$ cat config.mk
export PLATFORM = sky130hd
export DESIGN_NAME = uart_cmd_assembler_flat
export DESIGN_NICKNAME = d
export VERILOG_FILES = /design/src/rtl/uart_pkg.sv /design/src/rtl/uart_cmd_assembler_if.sv /design/src/rtl/uart_byte_timer.sv /design/src/rtl/uart_cmd_assembler.sv /design/src/flat_wrapper.sv
export SDC_FILE = /design/constraint.sdc
export NUM_CORES = 1
export LEC_CHECK = 0
export BUFFER_PORTS_ARGS = -buffer_cell sky130_fd_sc_hd__buf_4
export CAP_MARGIN = 20
export CORE_MARGIN = 2
export CORE_UTILIZATION = 50
export CTS_CLUSTER_SIZE = 30
export DETAILED_ROUTE_END_ITERATION = 10
export PLACE_DENSITY_LB_ADDON = 0.12
export SYNTH_ARGS = -nofsm -noshare
export SYNTH_HDL_FRONTEND = slang
export SYNTH_SLANG_ARGS = --single-unit
$ cat constraint.sdc
create_clock -name clk -period 2.3 [get_ports clk]
set_input_delay 0.23 -clock clk [delete_from_list [all_inputs] [get_ports clk]]
set_output_delay 0.23 -clock clk [all_outputs]
set_load 0.03 [all_outputs]
$ cat src/rtl/uart_pkg.sv
// Shared UART-side definitions: byte/command widths, link timing constants,
// and the state type of the command assembler.
package uart_pkg;

    localparam int unsigned BYTE_W          = 8;
    localparam int unsigned CMD_W           = 16;
    localparam int unsigned CLK_PER_BIT     = 5208;
    localparam int unsigned TIMEOUT_CYC_DEF = 104160;

    typedef enum logic [1:0] {
        IDLE,
        HIGH,
        CMD
    } asm_state_t;

endpackage

$ cat src/rtl/uart_cmd_assembler_if.sv
// Handshake bundle between UART_rx, the command assembler and the command
// processor. The slave view is the assembler; the master view is its environment.
interface uart_cmd_assembler_if;
    import uart_pkg::*;

    logic              rx_rdy;
    logic [BYTE_W-1:0] rx_data;
    logic              rx_clr_rdy;
    logic [CMD_W-1:0]  cmd;
    logic              cmd_rdy;
    logic              clr_cmd_rdy;

    modport master (
        output rx_rdy,
        output rx_data,
        output clr_cmd_rdy,
        input  rx_clr_rdy,
        input  cmd,
        input  cmd_rdy
    );

    modport slave (
        input  rx_rdy,
        input  rx_data,
        input  clr_cmd_rdy,
        output rx_clr_rdy,
        output cmd,
        output cmd_rdy
    );

endinterface

$ cat src/rtl/uart_byte_timer.sv
// Saturating up-counter with synchronous clear and a terminal-count flag;
// it stops at TC_VAL so a long idle period can never wrap back to zero.
module uart_byte_timer #(
    parameter int unsigned      CNT_W  = 8,
    parameter logic [CNT_W-1:0] TC_VAL = '1
) (
    input  logic clk,
    input  logic rst,
    input  logic clr,
    input  logic en,
    output logic tc
);

    logic [CNT_W-1:0] cnt;

    always_ff @(posedge clk) begin
        if (rst || clr) begin
            cnt <= '0;
        end else if (en && (cnt != TC_VAL)) begin
            cnt <= cnt + 1'b1;
        end
    end

    assign tc = (cnt == TC_VAL);

endmodule

$ cat src/rtl/uart_cmd_assembler.sv
// Pairs two consecutive UART bytes (high first) into a 16-bit command with a
// ready/clear handshake; a lone high byte is dropped after TIMEOUT_CYC clocks.
module uart_cmd_assembler
    import uart_pkg::*;
#(
    parameter int unsigned TIMEOUT_CYC = TIMEOUT_CYC_DEF,
    parameter int unsigned CNT_W       = $clog2(TIMEOUT_CYC)
) (
    input  logic                 clk,
    input  logic                 rst,
    uart_cmd_assembler_if.slave  bus,
    output logic                 frame_busy,
    output logic                 timeout_err
);

    asm_state_t state;
    logic       take;
    logic       tmr_tc;

    // rx_clr_rdy still high means UART_rx has not yet dropped rdy for the last byte.
    always_comb begin
        take = bus.rx_rdy & ~bus.rx_clr_rdy & (state != CMD);
    end

    uart_byte_timer #(
        .CNT_W  (CNT_W),
        .TC_VAL (CNT_W'(TIMEOUT_CYC - 1))
    ) u_timer (
        .clk (clk),
        .rst (rst),
        .clr (state != HIGH),
        .en  (state == HIGH),
        .tc  (tmr_tc)
    );

    always_ff @(posedge clk) begin
        if (rst) begin
            state          <= IDLE;
            bus.cmd        <= '0;
            bus.cmd_rdy    <= 1'b0;
            bus.rx_clr_rdy <= 1'b0;
            frame_busy     <= 1'b0;
            timeout_err    <= 1'b0;
        end else begin
            bus.rx_clr_rdy <= take;
            timeout_err    <= 1'b0;
            unique case (state)
                IDLE: begin
                    if (take) begin
                        bus.cmd[CMD_W-1:BYTE_W] <= bus.rx_data;
                        frame_busy              <= 1'b1;
                        state                   <= HIGH;
                    end
                end
                HIGH: begin
                    // A byte arriving on the terminal count still completes the frame.
                    if (take) begin
                        bus.cmd[BYTE_W-1:0] <= bus.rx_data;
                        bus.cmd_rdy         <= 1'b1;
                        frame_busy          <= 1'b0;
                        state               <= CMD;
                    end else if (tmr_tc) begin
                        timeout_err <= 1'b1;
                        frame_busy  <= 1'b0;
                        state       <= IDLE;
                    end
                end
                CMD: begin
                    if (bus.clr_cmd_rdy) begin
                        bus.cmd_rdy <= 1'b0;
                        state       <= IDLE;
                    end
                end
                default: begin
                    bus.cmd_rdy <= 1'b0;
                    frame_busy  <= 1'b0;
                    state       <= IDLE;
                end
            endcase
        end
    end

endmodule

$ cat src/flat_wrapper.sv
// flat-port wrapper written by rule: the top's interface ports become plain ports
module uart_cmd_assembler_flat import uart_pkg::*;
#(
    parameter int unsigned TIMEOUT_CYC = TIMEOUT_CYC_DEF,
    parameter int unsigned CNT_W       = $clog2(TIMEOUT_CYC)
)
  (clk, rst, frame_busy, timeout_err, bus_rx_rdy, bus_rx_data, bus_clr_cmd_rdy, bus_rx_clr_rdy, bus_cmd, bus_cmd_rdy);
  uart_cmd_assembler_if bus_i ();
  input  logic clk;
  input  logic rst;
  output logic frame_busy;
  output logic timeout_err;
  input wire logic [$bits(bus_i.rx_rdy)-1:0] bus_rx_rdy;
  input wire logic [$bits(bus_i.rx_data)-1:0] bus_rx_data;
  input wire logic [$bits(bus_i.clr_cmd_rdy)-1:0] bus_clr_cmd_rdy;
  output wire logic [$bits(bus_i.rx_clr_rdy)-1:0] bus_rx_clr_rdy;
  output wire logic [$bits(bus_i.cmd)-1:0] bus_cmd;
  output wire logic [$bits(bus_i.cmd_rdy)-1:0] bus_cmd_rdy;
  assign bus_i.rx_rdy = bus_rx_rdy;
  assign bus_i.rx_data = bus_rx_data;
  assign bus_i.clr_cmd_rdy = bus_clr_cmd_rdy;
  assign bus_rx_clr_rdy = bus_i.rx_clr_rdy;
  assign bus_cmd = bus_i.cmd;
  assign bus_cmd_rdy = bus_i.cmd_rdy;
  uart_cmd_assembler #(.TIMEOUT_CYC(TIMEOUT_CYC), .CNT_W(CNT_W)) u_core (.clk(clk), .rst(rst), .bus(bus_i), .frame_busy(frame_busy), .timeout_err(timeout_err));
endmodule
==> results by group, run 1 <==
Min path
  • Worst min-delay path category: input pin to flip-flop
  • Min-Delay Endpoint: u_core.bus.cmd[7]$_SDFFE_PP0P_
  • Worst hold stages: 3
  • HP Start: bus_rx_data[7]

Cells and area
  • Multi-input gate area: 815 µm²
  • Layout cell share with drive strength beyond 1: 0.230
  • Synthesis-to-layout area growth: 22.5%
  • Fin nets: 242
  • Commonest non-fill, non-tap cells in the layout: nand2_1 (42), dfxtp_1 (39), buf_4 (34)
  • Finished Layout Cells: 274
  • Reg area: 781 µm²
  • Fillers: 263
  • Diodes inserted: 0
  • Most common cell after layout, fill and taps aside: nand2_1
  • Fin util: 0.650

CTS
  • H-tree Lvls: 2
  • Clock transition at the registers of the reported paths: 0.12 ns
  • Clock buffer depth: 2
  • Setup bufs post-CTS: 0
  • Worst-skew pair later-pin latency: 0.35 ns
  • Resized Gates After CTS: 0
  • Clock root cell: clkbuf_4
  • Num CTS Buffers: 5
  • # hold bufs at CTS: 0
  • CTS sink count: 39
  • TritonCTS clock tree: yes

Detailed routing
  • Initial DRC Count: 63
  • Post-DR vias/cell: 5.46
  • TritonRoute pass-1 iters: 4
  • Remaining antenna violation count: 0
  • Routed WL per cell: 12.7 µm
  • DRT Wirelength: 3490 µm
  • DRC Markers: 0
  • Total number of vias: 1495

GRT
  • Largest net degree at the start of global routing: 24
  • First-pass GRT wire length: 5970 µm
  • Grt met2 use: 0.330
  • GR Util met3: 0.0630
  • Grt met1 use: 0.280
  • Busiest grt layer: met2
  • Grt ovf: 0
  • Initial antenna violation count: 0
  • Total GRT Usage: 0.215
  • Via count of the first global-routing pass: 1390

Timing
  • Rel. slew slack: 0.603
  • Fmax: 516 MHz
  • Fin. Hold Viols: 0
  • Setup TNS: 0 ns
  • Fin Clk Skew: 0.0126 ns
  • Final setup viols: 0
  • Final Max Tran Viols: 0
  • Minimum hold slack: 0.120 ns
  • Worst-Margin Slew: 0.590 ns
  • Final period utilization: 0.842
  • Post-route minimum period: 1.94 ns
  • RSZ-0062 raised after global routing: false

Floorplan
  • Die Area: 3740 µm²
  • CORE AREA: 3080 µm²
  • IO Pins: 32
  • Initial Utilization: 0.530
  • Chip Width: 61.1 µm
  • Row count: 20
  • Chip Height: 61.1 µm

Synth
  • Top FF cell, synth: dfxtp_1
  • Yosys reg bits: 39
  • Yosys top cell by area: dfxtp_1
  • Syn_area_per_cell: 8.33 µm²
  • YS warnings: 0
  • Post-synth EDFFs: 0
  • Seq/Total Area, Yosys: 0.478
  • Netlist Area Pre-Place: 1630 µm²
  • Cell variety after synth: 35
  • Cells after Synth: 196
  • Post-synthesis async set-or-reset flop share: 0
  • Top cells by area, synth: dfxtp_1 (48%), nand2_1 (9.7%), a21oi_1 (7.7%)
  • Post-synth top area share: 0.478
  • Post-Syn Nets: 209

Power
  • Sequential share of power: 0.529
  • P_int: 1.02 mW
  • Psw: 336 µW
  • Switch share: 0.249
  • VDD IR max: 0.000392 V
  • Gate power share: 0.114
  • Leakage: 0.767 nW
  • PD cells: 676 nW/µm²
  • Clock power share: 0.357

Placement
  • Number of buffers added on ports: 31
  • Routability cong.: 0.860
  • DP Wirelength: 2580 µm
  • Placed cells: 266

Worst setup path
  • Worst r2r path cells: 4
  • Reg2reg end: u_core.u_timer.cnt[3]$_SDFFE_PP0N_
  • Startpoint types: flip-flop
  • WP data arrival: 2.22 ns
  • Worst EP required: 2.58 ns
  • Critical path endpoint category: flip-flop
  • FF-to-FF setup slack: 0.36 ns
  • Reg2reg start: u_core.u_timer.cnt[5]$_SDFFE_PP0N_
  • Critical Path Fanout Max: 5
  • Worst Setup Path Type: flip-flop to flip-flop

Flow run
  • Max cap viols: 0

Outcome
  • Outcome: complete, no violations
metrics by stage:
step                total power, mW  area, µm²  setup WS, ns
floorplan                     0.822       1630         0.562
global placement              0.881       1910         0.505
detailed placement            0.886       1910         0.420
CTS                            1.36       2000         0.372
global route                   1.41       2000         0.126
finish                         1.35       2000         0.363
power groups by stage:
stage | logic, mW | registers [mW] | clock network (mW)
5_1_grt | 0.168 | 0.719 | 0.519
2_1_floorplan | 0.0626 | 0.760 | 0
3_5_place_dp | 0.155 | 0.731 | 0
4_1_cts | 0.155 | 0.715 | 0.491
6_report | 0.154 | 0.715 | 0.483
3_3_place_gp | 0.152 | 0.729 | 0
how the worst max path moves through the flow:
| stage | start | endpoint | slack, ns | cells past startpoint |
|---|---|---|---|---|
| 6_report | u_core.u_timer.cnt[5]$_SDFFE_PP0N_ | u_core.u_timer.cnt[3]$_SDFFE_PP0N_ | 0.36 | 4 |
| 5_1_grt | u_core.u_timer.cnt[5]$_SDFFE_PP0N_ | u_core.u_timer.cnt[0]$_SDFFE_PP0N_ | 0.13 | 4 |
| 4_1_cts | u_core.u_timer.cnt[5]$_SDFFE_PP0N_ | u_core.u_timer.cnt[3]$_SDFFE_PP0N_ | 0.37 | 4 |
| 3_5_place_dp | u_core.u_timer.cnt[0]$_SDFFE_PP0N_ | u_core.u_timer.cnt[12]$_SDFFE_PP0N_ | 0.42 | 5 |
| 3_3_place_gp | u_core.u_timer.cnt[5]$_SDFFE_PP0N_ | u_core.u_timer.cnt[2]$_SDFFE_PP0N_ | 0.51 | 4 |
| 2_1_floorplan | u_core.u_timer.cnt[5]$_SDFFE_PP0N_ | u_core.u_timer.cnt[1]$_SDFFE_PP0N_ | 0.56 | 4 |
logic make-up after synthesis:
| group | after synthesis | share of synthesized area |
|---|---|---|
| buffers and inverters | 10 | 0.0230 |
| adder cells (fa/ha/maj) | 1 | 0.00766 |
| flip-flops | 39 | 0.478 |
| AO/OA/AOI/OAI | 47 | 0.172 |
| AND/OR/NAND/NOR | 94 | 0.293 |
| XOR/XNOR | 5 | 0.0268 |
per-layer routing:
metal | vias up | wire length [µm]
met2 | 41 | 1610
met5 | - | 0
met4 | 0 | 53
li1 | 757 | -
met3 | 7 | 167
met1 | 690 | 1660
Yosys cell counts (3+ instances only):
| library cell | number |
|---|---|
| a21oi_1 | 25 |
| nor2_1 | 11 |
| xnor2_1 | 5 |
| nand2b_1 | 4 |
| a31oi_1 | 4 |
| o21ai_0 | 8 |
| a31o_2 | 3 |
| dfxtp_1 | 39 |
| clkbuf_1 | 8 |
| nor3_1 | 9 |
| nand3_1 | 4 |
| nand2_1 | 42 |
sequential cells by signal, indices dropped and copies added (netlist names):
signal / cells
u_core.u_timer.cnt: 17
u_core.bus.cmd: 16
u_core.state: 2
u_core.bus.cmd_rdy: 1
u_core.bus.rx_clr_rdy: 1
u_core.frame_busy: 1
u_core.timeout_err: 1
layout make-up:
cell class                 count  share of cell area
inverter                       2             0.00375
timing repair buffer          34               0.128
multi-input combinational    147               0.407
clock buffer                   6              0.0257
clock inverter                 2              0.0175
sequential                    39               0.390
tap                           44              0.0275
critical path: stages, from the launching register on:
cell and delay, ns:
dfxtp_1 0.36, or4b_1 0.55, nor4_1 0.55, nand2_1 0.20, a31oi_1 0.20
Power figures use the tool's default switching activity.
==> run 2, diff against run 1 <==
Settings changed: ABC_AREA set to 1, CORE_UTILIZATION 50 to 49.
Clock period 2.3 ns to 1.55 ns, I/O delays scaled along.
==> run 2 against run 1 <==
Worst hold slack worse by 0.00053 ns. Global-route usage is 1.2 points lower. First-iteration DRC count grew 110%.
==> results by group, run 2 <==
Synth
  • Cell variety after synth: 24 (-31%)
  • Top cells by area, synth: dfxtp_1 (43%), nand2_1 (21%), a21oi_1 (7.9%)
  • Post-synthesis async set-or-reset flop share: 0 (unchanged)
  • Post-synth EDFFs: 0 (unchanged)
  • Top FF cell, synth: dfxtp_1
  • Netlist Area Pre-Place: 1830 µm² (+12%)
  • Seq/Total Area, Yosys: 0.426 (-0.0519)
  • Post-synth top area share: 0.426 (-0.0519)
  • Syn_area_per_cell: 6.96 µm² (-16%)
  • Cells after Synth: 263 (+34%)
  • Post-Syn Nets: 276 (+32%)
  • Synth cell count leaders: nand2_1 (101), dfxtp_1 (39), a21oi_1 (29)
  • Count leader, synth: nand2_1
  • YS warnings: 0 (unchanged)
  • Yosys top cell by area: dfxtp_1
  • Yosys reg bits: 39 (unchanged)

Detailed routing
  • TritonRoute pass-1 iters: 4 (unchanged)
  • Remaining antenna violation count: 0 (unchanged)
  • Routed WL per cell: 11.4 µm (-11%)
  • Initial DRC Count: 133 (+110%)
  • Post-DR vias/cell: 4.80 (-12%)
  • DRT Wirelength: 4010 µm (+15%)
  • Total number of vias: 1696 (+13%)
  • DRC Markers: 0 (unchanged)

Placement
  • Routability cong.: 0.837 (-2.7%)
  • Placed cells: 342 (+29%)
  • DP Worst Slack: 0.0427 ns (-0.377 ns)
  • Number of buffers added on ports: 31 (unchanged)
  • DP Wirelength: 2890 µm (+12%)

Timing
  • Final Max Tran Viols: 0 (unchanged)
  • Fin Clk Skew: 0.00707 ns (-0.00557 ns)
  • Post-route minimum period: 1.44 ns (-0.493 ns)
  • Fmax: 693 MHz (+34%)
  • Minimum hold slack: 0.120 ns (-0.000527 ns)
  • Final period utilization: 0.931 (+0.0893)
  • Final setup viols: 0 (unchanged)
  • Setup TNS: 0 ns (unchanged)
  • Rel. slew slack: 0.589 (-0.0142)
  • Worst-Margin Slew: 0.616 ns (+0.0255 ns)
  • PnR worst setup slack: 0.106 ns (-0.257 ns)
  • Fin. Hold Viols: 0 (unchanged)

Worst setup path
  • Startpoint types: flip-flop
  • WP data arrival: 1.65 ns (-0.57 ns)
  • Worst Setup Path Type: flip-flop to flip-flop
  • Critical path endpoint category: flip-flop
  • Worst EP required: 1.76 ns (-0.82 ns)
  • Critical Path Fanout Max: 11 (+6)

Floorplan
  • Chip Width: 65.1 µm (+6.5%)
  • Initial Utilization: 0.504 (-0.0264)
  • Row count: 22 (+10%)
  • IO Pins: 32 (unchanged)
  • Chip Height: 65.1 µm (+6.5%)
  • Die Area: 4240 µm² (+13%)
  • CORE AREA: 3630 µm² (+18%)

Cells and area
  • Number of flip-flops in the largest register: 17 (unchanged)
  • Fin nets: 317 (+31%)
  • Finished Layout Cells: 353 (+29%)
  • Fin util: 0.644 (-0.00531)
  • Regs by FF count: u_core.u_timer.cnt (17), u_core.bus.cmd (16), u_core.state (2)
  • Synthesis-to-layout area growth: 27.8%
  • Commonest non-fill, non-tap cells in the layout: nand2_1 (100), buf_4 (41), dfxtp_1 (36)
  • Most common cell after layout, fill and taps aside: nand2_1
  • Layout cell share with drive strength beyond 1: 0.236 (+0.00563)
  • Register with the most flip-flops: u_core.u_timer.cnt
  • Diodes inserted: 0 (unchanged)

Power
  • VDD IR max: 0.000638 V (+63%)
  • PD cells: 997 nW/µm² (+47%)
  • Leakage: 0.891 nW (+16%)

CTS
  • Clock root cell: clkbuf_8
  • Num CTS Buffers: 5 (unchanged)
  • CTS sink count: 39 (unchanged)
  • H-tree Lvls: 2 (unchanged)
  • Worst-skew pair later-pin latency: 0.29 ns (-0.06 ns)
  • Clock buffer depth: 2 (unchanged)
  • # hold bufs at CTS: 0 (unchanged)
  • Clock transition at the registers of the reported paths: 0.08 ns (-0.04 ns)
  • TritonCTS clock tree: yes

Flow run
  • Max cap viols: 0 (unchanged)

GRT
  • Initial antenna violation count: 0 (unchanged)
  • Via count of the first global-routing pass: 1508 (+8.5%)
  • First-pass GRT wire length: 6660 µm (+12%)
  • Total GRT Usage: 0.203 (-0.0117)
  • Largest net degree at the start of global routing: 22 (-8.3%)
  • Grt ovf: 0 (unchanged)

Min path
  • Worst min-delay path category: input pin to flip-flop

Outcome
  • Outcome: complete, no violations
[run 2: cell types whose count changed in the layout (fill, tap and decap cells not counted), moves of 6 or more]
cell,change
nand2_1,+58
inv_1,+16
nor2_1,+10
nor3_1,-9
a21oi_2,+7
buf_4,+7
nand3_1,+7
o21ai_0,-6
[run 2: cells by family after synthesis]
kind of cell | count (synthesis) | share of synthesized area
and+or+nand+nor | 145 | 0.328
xor gates and xnor gates | 9 | 0.0430
DFF | 39 | 0.426
AOI/OAI and AO/OA | 40 | 0.125
buffers and inverters | 29 | 0.0710
adders and majority gates | 1 | 0.00683
[run 2: worst max-delay path: stages, from the launching register on]
cell and delay (ns):
dfxtp_2 0.34, ha_2 0.19, nand2_2 0.08, nor2_4 0.16, nand3_4 0.12, nand2_8 0.12, buf_12 0.13, nand2_1 0.06
a21oi_1 0.15
[run 2: repair_timing]
action / CTS / global route
resized for setup: 1 / 12
buffers inserted: 0 / 3
setup endpoints to repair: 1 / 17
cloned: 0 / 0
pin swaps: 0 / 2
[run 2: area by class of cell]
type	count	area, µm²
fill	378	1290
multi-input combinational	195	955
sequential	39	785
timing repair buffer	42	328
inverter	21	81.3
clock buffer	6	72.6
clock inverter	2	60.1
tap	48	60.1
[run 2: routing by layer]
metal	GRT usage	up-vias	share of wire
met2	0.330	22	0.47
met1	0.263	756	0.49
met5	0	-	0
li1	-	914	-
met4	0.0625	0	0.012
met3	0.0548	4	0.032
[run 2: path summary, 6_finish.rpt]
check	slack (ns)	start	cells past startpoint	end
worst max register to register	0.11	u_core.u_timer.cnt[0]$_SDFFE_PP0N_	8	u_core.u_timer.cnt[14]$_SDFFE_PP0N_
worst max-delay path	0.11	u_core.u_timer.cnt[0]$_SDFFE_PP0N_	8	u_core.u_timer.cnt[14]$_SDFFE_PP0N_
worst min-delay path	0.12	bus_rx_data[7]	3	u_core.bus.cmd[15]$_SDFFE_PP0P_
worst min register to register	0.47	u_core.bus.cmd[5]$_SDFFE_PP0P_	2	u_core.bus.cmd[5]$_SDFFE_PP0P_
[run 2: power by group]
part	switching [mW]	internal, mW	leakage, nW
logic	0.177	0.107	0.507
registers	0.0162	1.03	0.318
clock network	0.358	0.643	0.0654
[run 2: per-stage QoR]
step	cell area (µm²)	total power, mW
after global routing	2340	2.42
after global placement	2150	1.34
after CTS	2280	2.34
after floorplan	1830	1.24
after detailed placement	2150	1.35
final	2340	2.33
==> run 3, diff against run 2 <==
Settings changed: SETUP_SLACK_MARGIN set to 0.4.
==> run 3 against run 2 <==
Utilization grew 13 points. First-iteration DRC count shrank 2.3%. Die area is the same. Sequential power is essentially flat. Clock power is essentially flat. Clock skew grew 0.0012 ns. Largest cell class unchanged. Largest power group unchanged.
==> results by group, run 3 (synthesized netlist as in run 2, its figures left out) <==
Floorplan
  • Die Area: 4240 µm² (unchanged)
  • Row count: 22 (unchanged)
  • Chip Height: 65.1 µm (unchanged)
  • Chip Width: 65.1 µm (unchanged)
  • IO Pins: 32 (unchanged)
  • Initial Utilization: 0.504 (unchanged)
  • CORE AREA: 3630 µm² (unchanged)

Cells and area
  • Reg area: 800 µm² (+1.9%)
  • Fillers: 251 (-34%)
  • Synthesis-to-layout area growth: 54.4%
  • Multi-input gate area: 1190 µm² (+25%)
  • Number of flip-flops in the largest register: 17 (unchanged)
  • Register with the most flip-flops: u_core.u_timer.cnt
  • Layout cell share with drive strength beyond 1: 0.489 (+0.253)
  • Fin nets: 341 (+7.6%)
  • Regs by FF count: u_core.u_timer.cnt (17), u_core.bus.cmd (16), u_core.state (2)
  • Commonest non-fill, non-tap cells in the layout: nand2_1 (68), buf_4 (55), dfxtp_1 (28)
  • Most common cell after layout, fill and taps aside: nand2_1
  • Diodes inserted: 0 (unchanged)
  • Finished Layout Cells: 377 (+6.8%)

Timing
  • RSZ-0062 raised after global routing: true
  • Rel. slew slack: 0.826 (+0.238)
  • Final period utilization: 0.905 (-0.0261)
  • Fin. Hold Viols: 0 (unchanged)
  • Final setup viols: 0 (unchanged)
  • Worst-Margin Slew: 0.258 ns (-0.358 ns)
  • Fin Clk Skew: 0.00832 ns (+0.00124 ns)
  • Setup TNS: 0 ns (unchanged)
  • Post-route minimum period: 1.40 ns (-0.0404 ns)
  • Fmax: 713 MHz (+2.9%)
  • Final Max Tran Viols: 0 (unchanged)
  • Minimum hold slack: 0.119 ns (-0.00126 ns)

Worst setup path
  • Worst stage delay on the critical path: 0.37 ns (+0.03 ns)
  • Worst EP required: 1.72 ns (-0.04 ns)
  • Most frequent CP cell: nand2_4
  • Critical Path, Cell by Cell: ha_4, nand2_4, nor2_4, nand3_4, nand2_8, buf_12, inv_12, nand2_4, a21oi_2
  • Worst path slowest cell: dfxtp_4
  • Startpoint types: flip-flop
  • WP data arrival: 1.57 ns (-0.08 ns)
  • Critical Path Fanout Max: 8 (-3)
  • FF-to-FF setup slack: 0.15 ns (+0.04 ns)
  • Worst Setup Path Type: flip-flop to flip-flop
  • Critical path endpoint category: flip-flop

CTS
  • TritonCTS clock tree: yes
  • H-tree Lvls: 2 (unchanged)
  • Clock transition at the registers of the reported paths: 0.08 ns (about the same)
  • Num CTS Buffers: 5 (unchanged)
  • CTS sink count: 39 (unchanged)
  • Clock root cell: clkbuf_8
  • Clock buffer depth: 2 (unchanged)
  • Worst-skew pair later-pin latency: 0.29 ns (about the same)
  • # hold bufs at CTS: 0 (unchanged)

GRT
  • First-pass GRT wire length: 8250 µm (+24%)
  • Largest net degree at the start of global routing: 23 (+4.5%)
  • Total GRT Usage: 0.257 (+0.0538)
  • Initial antenna violation count: 0 (unchanged)
  • Grt ovf: 0 (unchanged)
  • Via count of the first global-routing pass: 1792 (+19%)

Power
  • VDD IR max: 0.000567 V (-11%)
  • Clock power share: 0.411 (-0.018)
  • P_int: 1.84 mW (+3.0%)
  • Psw: 626 µW (+14%)
  • Gate power share: 0.163 (+0.041)
  • Switch share: 0.254 (+0.0181)
  • Leakage: 1.16 nW (+31%)
  • Sequential share of power: 0.426 (-0.023)
  • PD cells: 870 nW/µm² (-13%)

Placement
  • Routability cong.: 0.927 (+11%)
  • Placed cells: 345 (+0.88%)
  • Number of buffers added on ports: 31 (unchanged)
  • DP Wirelength: 2960 µm (+2.2%)

Detailed routing
  • Routed WL per cell: 15.3 µm (+35%)
  • Initial DRC Count: 130 (-2.3%)
  • DRT Wirelength: 5770 µm (+44%)
  • DRC Markers: 0 (unchanged)
  • Remaining antenna violation count: 0 (unchanged)
  • Post-DR vias/cell: 5.22 (+8.7%)
  • TritonRoute pass-1 iters: 4 (unchanged)
  • Total number of vias: 1968 (+16%)

Outcome
  • Outcome: complete, no violations

Flow run
  • Max cap viols: 0 (unchanged)

Min path
  • Worst min-delay path category: input pin to flip-flop
[run 3: power by group through the flow]
stage                     Clock [mW]  Combinational (mW)  Sequential, mW
final                           1.01               0.402            1.05
after global routing            1.07               0.427            1.05
after CTS                       1.01               0.349            1.05
after detailed placement           0               0.277            1.07
after global placement             0               0.278            1.07
after floorplan                    0               0.124            1.12
[run 3: worst max-delay path: cells and delay by family, from the launching register on]
family | cells | cell delay (ns)
AO/OA/AOI/OAI | 1 | 0.05
adder cells (fa/ha/maj) | 1 | 0.14
buffers and inverters | 2 | 0.20
flip-flops | 1 | 0.37
AND/OR/NAND/NOR | 5 | 0.51
[run 3: cell type report]
type,instances,area share
inverter,21,0.0363
sequential,39,0.283
clock inverter,2,0.0212
clock buffer,6,0.0257
multi-input combinational,196,0.421
tap,48,0.0212
timing repair buffer,63,0.184
timing repair inverter,2,0.00796
[run 3: timing repair]
item / 4_1_cts / 5_1_grt
gates cloned: 2 / 1
resized for setup: 49 / 41
pin swaps: 9 / 15
setup endpoints to repair: 28 / 34
buffers inserted: 14 / 7
[run 3: final timing paths]
check             depth (start not counted)                          startpoint                                 end
hold / removal                            3                      bus_rx_data[2]      u_core.bus.cmd[2]$_SDFFE_PP0P_
setup / recovery                          9  u_core.u_timer.cnt[0]$_SDFFE_PP0N_  u_core.u_timer.cnt[4]$_SDFFE_PP0N_
setup reg to reg                          9  u_core.u_timer.cnt[0]$_SDFFE_PP0N_  u_core.u_timer.cnt[4]$_SDFFE_PP0N_
hold reg to reg                           2     u_core.bus.cmd[13]$_SDFFE_PP0P_     u_core.bus.cmd[13]$_SDFFE_PP0P_
[run 3: metrics by stage]
step	setup slack, ns	util	cell area, µm²	total power [mW]
final	0.147	0.779	2830	2.46
after global routing	0.0604	0.779	2830	2.55
after CTS	0.205	0.726	2640	2.41
after detailed placement	0.116	0.612	2220	1.35
after global placement	0.171	0.612	2220	1.35
after floorplan	0.217	-	1890	1.25
[run 3: layer usage]
metal | GRT usage | part of all wire
met5 | 0 | 0
met4 | 0.0964 | 0.041
met2 | 0.427 | 0.47
met3 | 0.0514 | 0.051
met1 | 0.330 | 0.43
